`src/rtl/input_peri_dbnc.sv`:
```
// ---------------------------------------------------------------------------
// input_peri_dbnc
//   Memory-mapped input peripheral for the LSU I/O bus: a bank of switches
//   and a bank of debounced push buttons. Every raw input passes through a
//   two-flop synchroniser. Sticky change/press flags are write-one-to-clear.
//   Reads are combinational from addr and show the pre-write register state.
//
//   Register map (byte offsets, unlisted offsets read 0 and ignore writes):
//     0x00 SW      RO   synchronised switch levels
//     0x04 SW_CHG  W1C  switch bit changed
//     0x10 BTN     RO   debounced button levels
//     0x14 BTN_PRS W1C  debounced press (0->1) seen
//     0x18 BTN_IE  RW   per-button press interrupt enable
//
//   Optional feature macro: INPUT_PERI_IRQ_EN
//     defined   : BTN_IE register and registered level irq are built.
//     undefined : no enable flops, 0x18 reads 0, irq tied low.
//
// Ports
//   clk     system clock, all state on the rising edge
//   rst     asynchronous active-high reset
//   addr    byte offset within the peripheral window
//   we      one-cycle write strobe
//   wdata   write data
//   io_sw   raw switch inputs (asynchronous)
//   io_btn  raw button inputs (asynchronous, bouncing, 1 = pressed)
//   rdata   combinational read data
//   irq     registered level interrupt
// ---------------------------------------------------------------------------
module input_peri_dbnc #(
  parameter int SW_W      = 32,
  parameter int BTN_N     = 4,
  parameter int DB_CYCLES = 16
) (
  input  logic             clk,
  input  logic             rst,
  input  logic [7:0]       addr,
  input  logic             we,
  input  logic [31:0]      wdata,
  input  logic [SW_W-1:0]  io_sw,
  input  logic [BTN_N-1:0] io_btn,
  output logic [31:0]      rdata,
  output logic             irq
);

  localparam int              CNT_W   = $clog2(DB_CYCLES);
  localparam logic [CNT_W-1:0] CNT_MAX = CNT_W'(DB_CYCLES - 1);

  localparam logic [7:0] ADDR_SW     = 8'h00;
  localparam logic [7:0] ADDR_SW_CHG = 8'h04;
  localparam logic [7:0] ADDR_BTN    = 8'h10;
  localparam logic [7:0] ADDR_PRS    = 8'h14;
  localparam logic [7:0] ADDR_IE     = 8'h18;

  function automatic logic [31:0] zext_sw(input logic [SW_W-1:0] v);
    zext_sw = '0;
    zext_sw[SW_W-1:0] = v;
  endfunction

  function automatic logic [31:0] zext_btn(input logic [BTN_N-1:0] v);
    zext_btn = '0;
    zext_btn[BTN_N-1:0] = v;
  endfunction

  logic [SW_W-1:0]  sw_p0, sw_p1, sw_chg, sw_chg_nx, sw_clr;
  logic [BTN_N-1:0] btn_p0, btn_p1;
  logic [BTN_N-1:0] btn_stable, stable_nx;
  logic [BTN_N-1:0] btn_prs, prs_nx, prs_set, prs_clr;
  logic [CNT_W-1:0] cnt    [BTN_N];
  logic [CNT_W-1:0] cnt_nx [BTN_N];
  logic [31:0]      ie_rd;

  // Stage p0 -> p1: two-flop synchronisers (p1 is the usable level)
  always_ff @(posedge clk or posedge rst) begin
    if (rst) begin
      sw_p0  <= '0;
      sw_p1  <= '0;
      btn_p0 <= '0;
      btn_p1 <= '0;
    end else begin
      sw_p0  <= io_sw;
      sw_p1  <= sw_p0;
      btn_p0 <= io_btn;
      btn_p1 <= btn_p0;
    end
  end

  // Write-one-to-clear masks, only for a write hitting the flag register
  always_comb begin
    sw_clr  = (we && addr == ADDR_SW_CHG) ? wdata[SW_W-1:0]  : '0;
    prs_clr = (we && addr == ADDR_PRS)    ? wdata[BTN_N-1:0] : '0;
  end

  // A switch change is flagged on the same edge the p1 level takes it.
  // Set is OR-ed after the clear so a coincident set wins.
  always_comb begin
    sw_chg_nx = (sw_chg & ~sw_clr) | (sw_p0 ^ sw_p1);
  end

  // Debounce: the counter counts consecutive cycles where the synced level
  // disagrees with the stable level; any agreement restarts the window.
  always_comb begin
    stable_nx = btn_stable;
    prs_set   = '0;
    for (int i = 0; i < BTN_N; i++) begin
      cnt_nx[i] = '0;
      if (btn_p1[i] != btn_stable[i]) begin
        if (cnt[i] == CNT_MAX) begin
          stable_nx[i] = btn_p1[i];
          prs_set[i]   = btn_p1[i];
        end else begin
          cnt_nx[i] = cnt[i] + 1'b1;
        end
      end
    end
    prs_nx = (btn_prs & ~prs_clr) | prs_set;
  end

  // Stage p1 -> p2: debounced state and sticky flags
  always_ff @(posedge clk or posedge rst) begin
    if (rst) begin
      sw_chg     <= '0;
      btn_stable <= '0;
      btn_prs    <= '0;
      for (int i = 0; i < BTN_N; i++) cnt[i] <= '0;
    end else begin
      sw_chg     <= sw_chg_nx;
      btn_stable <= stable_nx;
      btn_prs    <= prs_nx;
      for (int i = 0; i < BTN_N; i++) cnt[i] <= cnt_nx[i];
    end
  end

`ifdef INPUT_PERI_IRQ_EN
  logic [BTN_N-1:0] btn_ie, ie_nx;
  logic             irq_q;

  always_comb begin
    ie_nx = (we && addr == ADDR_IE) ? wdata[BTN_N-1:0] : btn_ie;
  end

  // irq looks at next-state flags and enables so it tracks them with one
  // register of delay and drops on the edge the last enabled flag clears.
  always_ff @(posedge clk or posedge rst) begin
    if (rst) begin
      btn_ie <= '0;
      irq_q  <= 1'b0;
    end else begin
      btn_ie <= ie_nx;
      irq_q  <= |(prs_nx & ie_nx);
    end
  end

  assign irq   = irq_q;
  assign ie_rd = zext_btn(btn_ie);
`else
  assign irq   = 1'b0;
  assign ie_rd = '0;
`endif

  always_comb begin
    unique case (addr)
      ADDR_SW:     rdata = zext_sw(sw_p1);
      ADDR_SW_CHG: rdata = zext_sw(sw_chg);
      ADDR_BTN:    rdata = zext_btn(btn_stable);
      ADDR_PRS:    rdata = zext_btn(btn_prs);
      ADDR_IE:     rdata = ie_rd;
      default:     rdata = '0;
    endcase
  end

endmodule

```
`config.mk`:
```
export PLATFORM = sky130hd
export DESIGN_NAME = input_peri_dbnc
export DESIGN_NICKNAME = d
export VERILOG_FILES = /design/src/rtl/input_peri_dbnc.sv
export SDC_FILE = /design/constraint.sdc
export NUM_CORES = 1
export LEC_CHECK = 0
export ABC_AREA = 1
export CAP_MARGIN = 20
export CELL_PAD_IN_SITES_DETAIL_PLACEMENT = 1
export CELL_PAD_IN_SITES_GLOBAL_PLACEMENT = 1
export CORE_UTILIZATION = 37
export CTS_BUF_LIST = sky130_fd_sc_hd__clkbuf_4 sky130_fd_sc_hd__clkbuf_8
export DETAILED_ROUTE_END_ITERATION = 10
export PLACE_DENSITY = 0.87
export SYNTH_ARGS = -nofsm -noshare
export SYNTH_HDL_FRONTEND = slang
export SYNTH_SLANG_ARGS = --single-unit
```
`constraint.sdc`:
```
create_clock -name clk -period 5 [get_ports clk]
set_input_delay 1.5 -clock clk [delete_from_list [all_inputs] [get_ports clk]]
set_output_delay 1.5 -clock clk [all_outputs]
set_load 0.02 [all_outputs]
```
== After elaboration in Yosys (flattened, before gate mapping) ==
Index checks and enable logic that the tools add are counted.

* $add $sub $neg: 4
* Equal/unequal tests: 11
* Multiplexer cells: 19
* Bitwise operators: 7
* Reduce and logical (&&, ||, !) cells: 7

{| class="wikitable"
|+ Operators with widths
! kind !! count
|-
| case mux 32 bit (4 select lines) || 1
|-
| 2-to-1 mux 4 bit || 9
|-
| AND 32 bit || 1
|-
| 2-to-1 mux 32 bit || 1
|-
| inverter 32 bit || 1
|-
| OR 32 bit || 1
|-
| XOR 32 bit || 1
|-
| adder 4 x 1 -> 4 bit (second input constant) || 4
|-
| equality test 4 bit (second input constant) || 4
|-
| equality test 8 x 5 -> 1 bit (second input constant) || 2
|-
| equality test 8 x 3 -> 1 bit (second input constant) || 1
|-
| zero test 8 bit || 1
|-
| 2-to-1 mux 1 bit || 8
|-
| AND reduction 2 bit || 4
|-
| AND 4 bit || 1
|-
| != test 1 bit || 4
|-
| inverter 4 bit || 1
|-
| OR 4 bit || 1
|-
| logical AND 1 bit || 2
|}

* Bits in registers: 128
* Bits of input ports: 79
* Logic and storage cells: 62

== Depth between registers and ports, before layout ==
Gate-level depths: netlist (run 1).

* Depth in word-level cells: 6
* Depth in mapped cells: 8

== Least setup slack after synthesis (run 1) ==
Ideal clock, no wire load.

* Path kind: input -> output
* Start point: in addr[4]
* End point: out rdata[10]
* Arrival time: 2.294 ns
* Data required time: 3.500 ns
* Path slack: 1.206 ns
* Stages on the path: 6
* Path buffers: 1
* Cell sequence: nor2_2 nand2_4 nor2_8 buf_4 nand2_1 nand2_1

* Word-level cells in the longest chain between the ends: 2

{| class="wikitable"
|+ Ends and longest elaborated chain
! what !! RTL line !! source
|-
| start, declared || 37 || <nowiki>input logic [7:0] addr,</nowiki>
|-
| equality test 8 x 5 -> 1 bit (tied with other cells) || 162 || <nowiki>unique case (addr)</nowiki>
|-
| case mux 32 bit (4 select lines) (*) || 162 ||
|-
| end, declared || 42 || <nowiki>output logic [31:0] rdata,</nowiki>
|}

Every way passes the cells marked *; elsewhere a longest branch is shown, timed or not.

== Worst setup path in the final report (run 1) ==
* Start point: in addr[2]
* End point: out rdata[19]

The elaborated chain is that of the path after synthesis.

==> out/metrics.yaml, run 1 <==
run_status: "finished, final reports clean"
netlist_area_um2: 5270
met2_length_um: 6810
die-area_um2: 14700
cts-htree-levels: 4
gp_congestion: 0.780
route.detailed.drc: 0
cts_made_buffers: 17
initial_core_util_pct: 38.0
grt_first_pass_wirelength_um: 20500
dr.pass1.iters: 4
yosysSeqAreaShare_pct: 60.8
drt-met1-wl_um: 5140
post-dp-hpwl_um: 9040
grt_usage_pct: 18.5
antennaDiodeCount: 0
worst_skew_pair_later_pin_latency_ns: 0.44
worst-endpoint-arrival_ns: 3.40
clock_tree.buffer_depth: 2
vias_per_cell: 4.64
area.growth.synth_to_final_pct: 32.9
ys_seq_elements: 128
synth.area.top_cells: "dfrtp_1 (61%), nand2_1 (13%), nand3_2 (6.1%)"
vias: 3841
setup_ws_ns: 0.101
dr_wl_met3_um: 381
io_buffer_count: 110
worst_ep_required_time_ns: 3.50
finalCritPeriodShare_pct: 98.0
netlist-cell-type-count: 21
maxClockFrequency_mhz: 204
drt_first_iter_violations: 154
io-pin-count: 112
floorplan.die.width_um: 121
setup_viol: 0
grt_setup_unrepaired: "yes"
yosysTopAreaCellShare_pct: 60.8
core_region_area_um2: 13900
drive_gt1_share_pct: 12.5
max_slew.worst_pin.slew_ns: 1.09
relSlewSlack_pct: 27.6
max-vdd-ir-drop_mv: 0.173
placement_rows: 43
die_height_um: 121
power_density_nw_per_um2: 311
syn_avg_cell_area_um2: 10.2
critical_path.startpoint_type: "primary input"
synth_warnings: 0
post_synth_inst_count: 515
maximum_number_of_pins_on_one_net_before_global_route_repair: 68
final_skew_ns: 0.00624
cts_tree: "done"
dp_worst_slack_ns: 0.0405
postLayoutCoreUtil_pct: 50.4
worstSetupEndpointType: "output pin"
drt.antenna.violating_nets: 0
finalNetCount: 719
max_cap_viol_count: 0
clk_pin_slew_worst_paths_ns: 0.07
final_hold_viol_count: 0
report.final.slew_viol_count: 0
timing.hold.worst.class: "reg2reg"
ctsHoldBuffers: 0
clk_root_buffer_cell: "clkbuf_8"
wirelength_um: 12600
synth_top_cell_by_area: "dfrtp_1"
syn_nets: 598
routed.top_layer: "met4"
globalRouteOverflowTotal: 0
leakagePower_nw: 3.39
vias_in_the_first_global_route: 4234
final.hold.worst_slack_ns: 0.359
finalWorstPathRequiredPeriod_ns: 4.90
filler_cell_count: 1596
crit_path_kind: "in2out"
routedWlPerCell_um: 15.2
tritoncts_num_sinks: 128
critPathMaxFanout: 43
antenna_found_initial: 0
-- metal layers --
metal,GRT usage (%),vias up
met5,0,-
met4,9.03,0
met3,4.09,22
met2,32.3,71
met1,21.2,1922
li1,-,1826
-- repair_timing --
action                     in CTS  in global routing
setup buffers                   0                  0
resized for setup               0                 13
setup endpoints to repair       0                 14
hold endpoints to repair        0                  0
-- Yosys cell counts --
library cell  number
nand2_1          189
dfrtp_1          128
inv_1             38
nand3_2           32
xnor2_1           32
nor2_1            27
nand3_1           20
o21ai_0            8
xor2_1             8
buf_4              7
buf_2              5
ha_1               4
nand4_1            4
nor2_2             4
buf_12             3
buf_6              1
conb_1             1
nand2_2            1
nand2_4            1
nor2_4             1
nor2_8             1
-- cell families (layout without fill, tap and decap cells) --
| group | after synthesis | in the layout | share of synthesized area, % |
|---|---|---|---|
| other | 1 | 1 | 0.0712 |
| AOI/OAI and AO/OA | 8 | 8 | 0.760 |
| buffers and inverters | 54 | 187 | 5.53 |
| and+or+nand+nor | 280 | 280 | 25.2 |
| DFF | 128 | 128 | 60.8 |
| xor gates and xnor gates | 40 | 40 | 6.65 |
| adders and majority gates | 4 | 4 | 0.950 |
-- path summary, 6_finish.rpt --
check | end | slack [ns] | depth (start not counted) | startpoint
max | rdata[19] | 0.10 | 9 | addr[2]
min | btn_p1[0] | 0.36 | 0 | btn_p0[0]
max reg2reg | cnt[3] | 3.86 | 4 | cnt[0]
min reg2reg | btn_p1[0] | 0.36 | 0 | btn_p0[0]
max in group asynchronous | sw_p0[17] | 2.59 | 3 | rst
min in group asynchronous | sw_p0[1] | 1.59 | 2 | rst
-- worst max-delay path: stages --
cell and delay, ns:
clkdlybuf4s50_1 0.51, inv_1 0.06, nor2_2 0.09, nand2_2 0.09
nor2_8 0.11, buf_12 0.24, nand2_1 0.10, nand2_1 0.07
clkdlybuf4s50_1 0.60
-- state kept, by name, indices dropped and copies added (netlist names) --
name        flops
btn_p0          4
btn_p1          4
btn_prs         4
btn_stable      4
cnt            16
sw_chg         32
sw_p0          32
sw_p1          32
-- final cells by class --
cell class,count,area [um2],share of cell area [%]
flip-flops and latches,128,3200,45.8
multi-input cells,333,1770,25.3
repair buffers,118,1240,17.7
clock buffers,26,339,4.84
well taps,180,225,3.22
inverters,38,145,2.07
clock inverters,5,75.1,1.07
-- per-stage QoR --
stage	total power, mW	TNS [ns]	cell area (um2)	instances
floorplan	1.19	0	5270	515
global placement	1.27	0	6550	797
detailed placement	1.29	0	6550	797
CTS	2.21	0	6970	828
global route	2.27	-0.00276	7000	828
finish	2.18	0	7000	828
-- power by group --
part	switching, mW	internal [mW]	total (mW)
Clock	0.382	0.535	0.917
Sequential	0.0287	1.07	1.10
Combinational	0.0732	0.0857	0.159
-- cell usage in the layout (no fill, tap or decap) --
master / synthesis / routed
buf_12: 3 / 4
buf_2: 5 / 1
buf_4: 7 / 4
bufinv_16: 0 / 2
clkbuf_4: 0 / 3
clkbuf_8: 0 / 23
clkdlybuf4s50_1: 0 / 96
clkinv_2: 0 / 3
conb_1: 1 / 1
dfrtp_1: 128 / 128
dlymetal6s2s_1: 0 / 13
ha_1: 4 / 4
inv_1: 38 / 37
inv_4: 0 / 1
nand2_1: 189 / 189
nand2_2: 1 / 1
nand2_4: 1 / 1
nand3_1: 20 / 20
nand3_2: 32 / 32
nand4_1: 4 / 4
nor2_1: 27 / 27
nor2_2: 4 / 4
nor2_4: 1 / 1
nor2_8: 1 / 1
o21ai_0: 8 / 8
xnor2_1: 32 / 32
xor2_1: 8 / 8
No activity file was read; power rests on OpenSTA's default activity.
==> run 2: changes to the inputs <==
--- a/config.mk
+++ b/config.mk
@@ -9,6 +9,7 @@
 export CAP_MARGIN = 20
 export CELL_PAD_IN_SITES_DETAIL_PLACEMENT = 1
 export CELL_PAD_IN_SITES_GLOBAL_PLACEMENT = 1
+export CORE_MARGIN = 8
 export CORE_UTILIZATION = 37
 export CTS_BUF_LIST = sky130_fd_sc_hd__clkbuf_4 sky130_fd_sc_hd__clkbuf_8
 export DETAILED_ROUTE_END_ITERATION = 10
==> out/metrics.yaml, run 2 (same netlist as run 1, synthesis figures left out) <==
power_density_nw_per_um2: 292  # was 311 nW/um2
drt_first_iter_violations: 163  # was 154
critPathMaxFanout: 24  # was 43
r2r-end: "btn_stable[0]"  # was cnt[3]
leakagePower_nw: 3.17  # was 3.39 nW
drt.antenna.violating_nets: 0  # unchanged
finalWorstPathRequiredPeriod_ns: 4.89  # was 4.90 ns
crit_path_max_incr_delay_ns: 0.61  # was 0.60 ns
max_slew.worst_pin.slew_ns: 1.13  # was 1.09 ns
filler_cell_count: 1575  # was 1,596
final_skew_ns: 0.00578  # was 0.00624 ns
max_cap_viol_count: 0  # unchanged
placement_rows: 43  # unchanged
worst-endpoint-arrival_ns: 3.39  # was 3.40 ns
finalCritPeriodShare_pct: 97.8  # was 98.0%
vias: 3841  # unchanged
multiInputGateArea_um2: 1770  # unchanged
cts-htree-levels: 4  # unchanged
io_buffer_count: 110  # unchanged
die_height_um: 135  # was 121 um
clk_pin_slew_worst_paths_ns: 0.07  # about the same
grt_usage_pct: 15.5  # was 18.5%
worst_ep_required_time_ns: 3.50  # about the same
fin_cells: 829  # was 828
vias_in_the_first_global_route: 4528  # was 4,234
final_hold_viol_count: 0  # unchanged
critical_path.slowest_cell: "clkdlybuf4s50_1"  # unchanged
antenna_found_initial: 0  # unchanged
grt_util_met1_pct: 15.8  # was 21.2%
mostFrequentLayoutCells: "nand2_1 (189), dfrtp_1 (128), clkdlybuf4s50_1 (105), inv_1 (37)"  # was nand2_1 (189), dfrtp_1 (128), clkdlybuf4s50_1 (96), inv_1 (37)
finalNetCount: 719  # unchanged
relSlewSlack_pct: 24.9  # was 27.6%
placed_cells: 797  # unchanged
reg2reg_setup_slack_ns: 3.82  # was 3.86 ns
area.growth.synth_to_final_pct: 31.5  # was 32.9%
max-vdd-ir-drop_mv: 0.186  # was 0.173 mV
worst_reg2reg_path_startpoint: "cnt[12]"  # was cnt[0]
io-pin-count: 112  # unchanged
whs_path_depth: 0  # unchanged
wirelength_um: 13100  # was 12,600 um
hold_path_end: "btn_p1[2]"  # was btn_p1[0]
core_region_area_um2: 13900  # unchanged
globalRouteOverflowTotal: 0  # unchanged
floorplan.die.width_um: 135  # was 121 um
worstSetupEndpointType: "output pin"  # unchanged
gr-max-usage-layer: "met2"  # unchanged
maxClockFrequency_mhz: 205  # was 204 MHz
setup_viol: 0  # unchanged
post-dp-hpwl_um: 10000  # was 9040 um
setup-tns-final_ns: 0  # unchanged
tritoncts_num_sinks: 128  # unchanged
cts_tree: "done"  # unchanged
route.detailed.drc: 0  # unchanged
run_status: "finished, final reports clean"  # unchanged
grt_setup_unrepaired: "no"  # was yes
worst_skew_pair_later_pin_latency_ns: 0.44  # about the same
crit_path_cell_trace: "clkdlybuf4s50_1, inv_1, nor2_2, nand2_2, nor2_8, buf_12, nand2_1, nand2_1, clkdlybuf4s50_1"  # unchanged
clock_tree.buffer_depth: 2  # unchanged
drive_gt1_share_pct: 12.6  # was 12.5%
routedWlPerCell_um: 15.8  # was 15.2 um
die-area_um2: 18300  # was 14,700 um2
maximum_number_of_pins_on_one_net_before_global_route_repair: 68  # unchanged
clk_root_buffer_cell: "clkbuf_8"  # unchanged
initial_core_util_pct: 38.0  # unchanged
crit_path_kind: "in2out"  # unchanged
layout_commonest_cell: "nand2_1"  # unchanged
report.final.slew_viol_count: 0  # unchanged
antennaDiodeCount: 0  # unchanged
min_from: "btn_p0[2]"  # was btn_p0[0]
cts_made_buffers: 17  # unchanged
groute.layer.met2.usage_pct: 28.9  # was 32.3%
met3_usage_pct: 4.71  # was 4.09%
seqCellArea_um2: 3200  # unchanged
timing.hold.worst.class: "reg2reg"  # unchanged
dr.pass1.iters: 5  # was 4
critical_path.startpoint_type: "primary input"  # unchanged
gp_congestion: 0.773  # was 0.780
largestRegisters: "sw_chg x32, sw_p0 x32, sw_p1 x32"  # unchanged
vias_per_cell: 4.63  # was 4.64
worst_r2r_path_depth: 5  # was 4
grt_first_pass_wirelength_um: 22200  # was 20,500 um
## run 2: cell count changes in the layout (fill, tap and decap cells not counted), moves of 3 or more
cell             delta
clkdlybuf4s50_1     +9
clkinvlp_4          +5
clkinv_2            +3
clkbuf_8            -5
dlymetal6s2s_1      -9
## run 2: stage by stage
stage	hold slack (ns)	power [mW]	area (um2)	setup slack [ns]	util, %
3_3_place_gp	0.334	1.27	6580	0.143	47.4
3_5_place_dp	0.346	1.29	6580	0.0487	47.4
2_1_floorplan	0.331	1.19	5270	0.0874	-
4_1_cts	0.362	2.05	6920	0.0378	49.8
6_report	0.358	2.02	6930	0.111	49.9
5_1_grt	0.364	2.11	6930	0.00228	49.9
## run 2: worst max-delay path by stage
stage,startpoint,end,slack [ns],depth (start not counted)
finish,addr[2],rdata[10],0.11,9
global route,addr[1],rdata[2],0.002,10
CTS,addr[1],rdata[3],0.04,10
detailed placement,addr[1],rdata[3],0.05,10
global placement,addr[2],rdata[7],0.14,9
floorplan,rst,btn_p0[0],0.09,1
## run 2: metal layers
metal,vias up,part of all wire (%)
met5,-,0
met4,0,1.7
met3,17,3.9
met2,81,56
met1,1915,38
li1,1828,-
## run 2: timing repair
item,4_1_cts,5_1_grt
buffers inserted,0,0
hold buffers,0,0
resized for setup,0,4
endpoints found under the setup margin,0,4
## run 2: cell type report
| type | instances | area share (%) |
|---|---|---|
| tap | 180 | 3.25 |
| clock buffer | 21 | 3.90 |
| inverter | 38 | 2.10 |
| clock inverter | 11 | 0.975 |
| multi-input combinational | 333 | 25.6 |
| timing repair buffer | 118 | 17.9 |
| sequential | 128 | 46.2 |
## run 2: critical path, delay by kind of cell
family | cells | cell delay [ns]
AND/OR/NAND/NOR | 5 | 0.48
buffers and inverters | 4 | 1.39
## run 2: power breakdown
| part | switching [mW] | internal [mW] |
|---|---|---|
| clock network | 0.393 | 0.365 |
| registers | 0.0289 | 1.07 |
| logic | 0.0727 | 0.0859 |
| total | 0.495 | 1.53 |
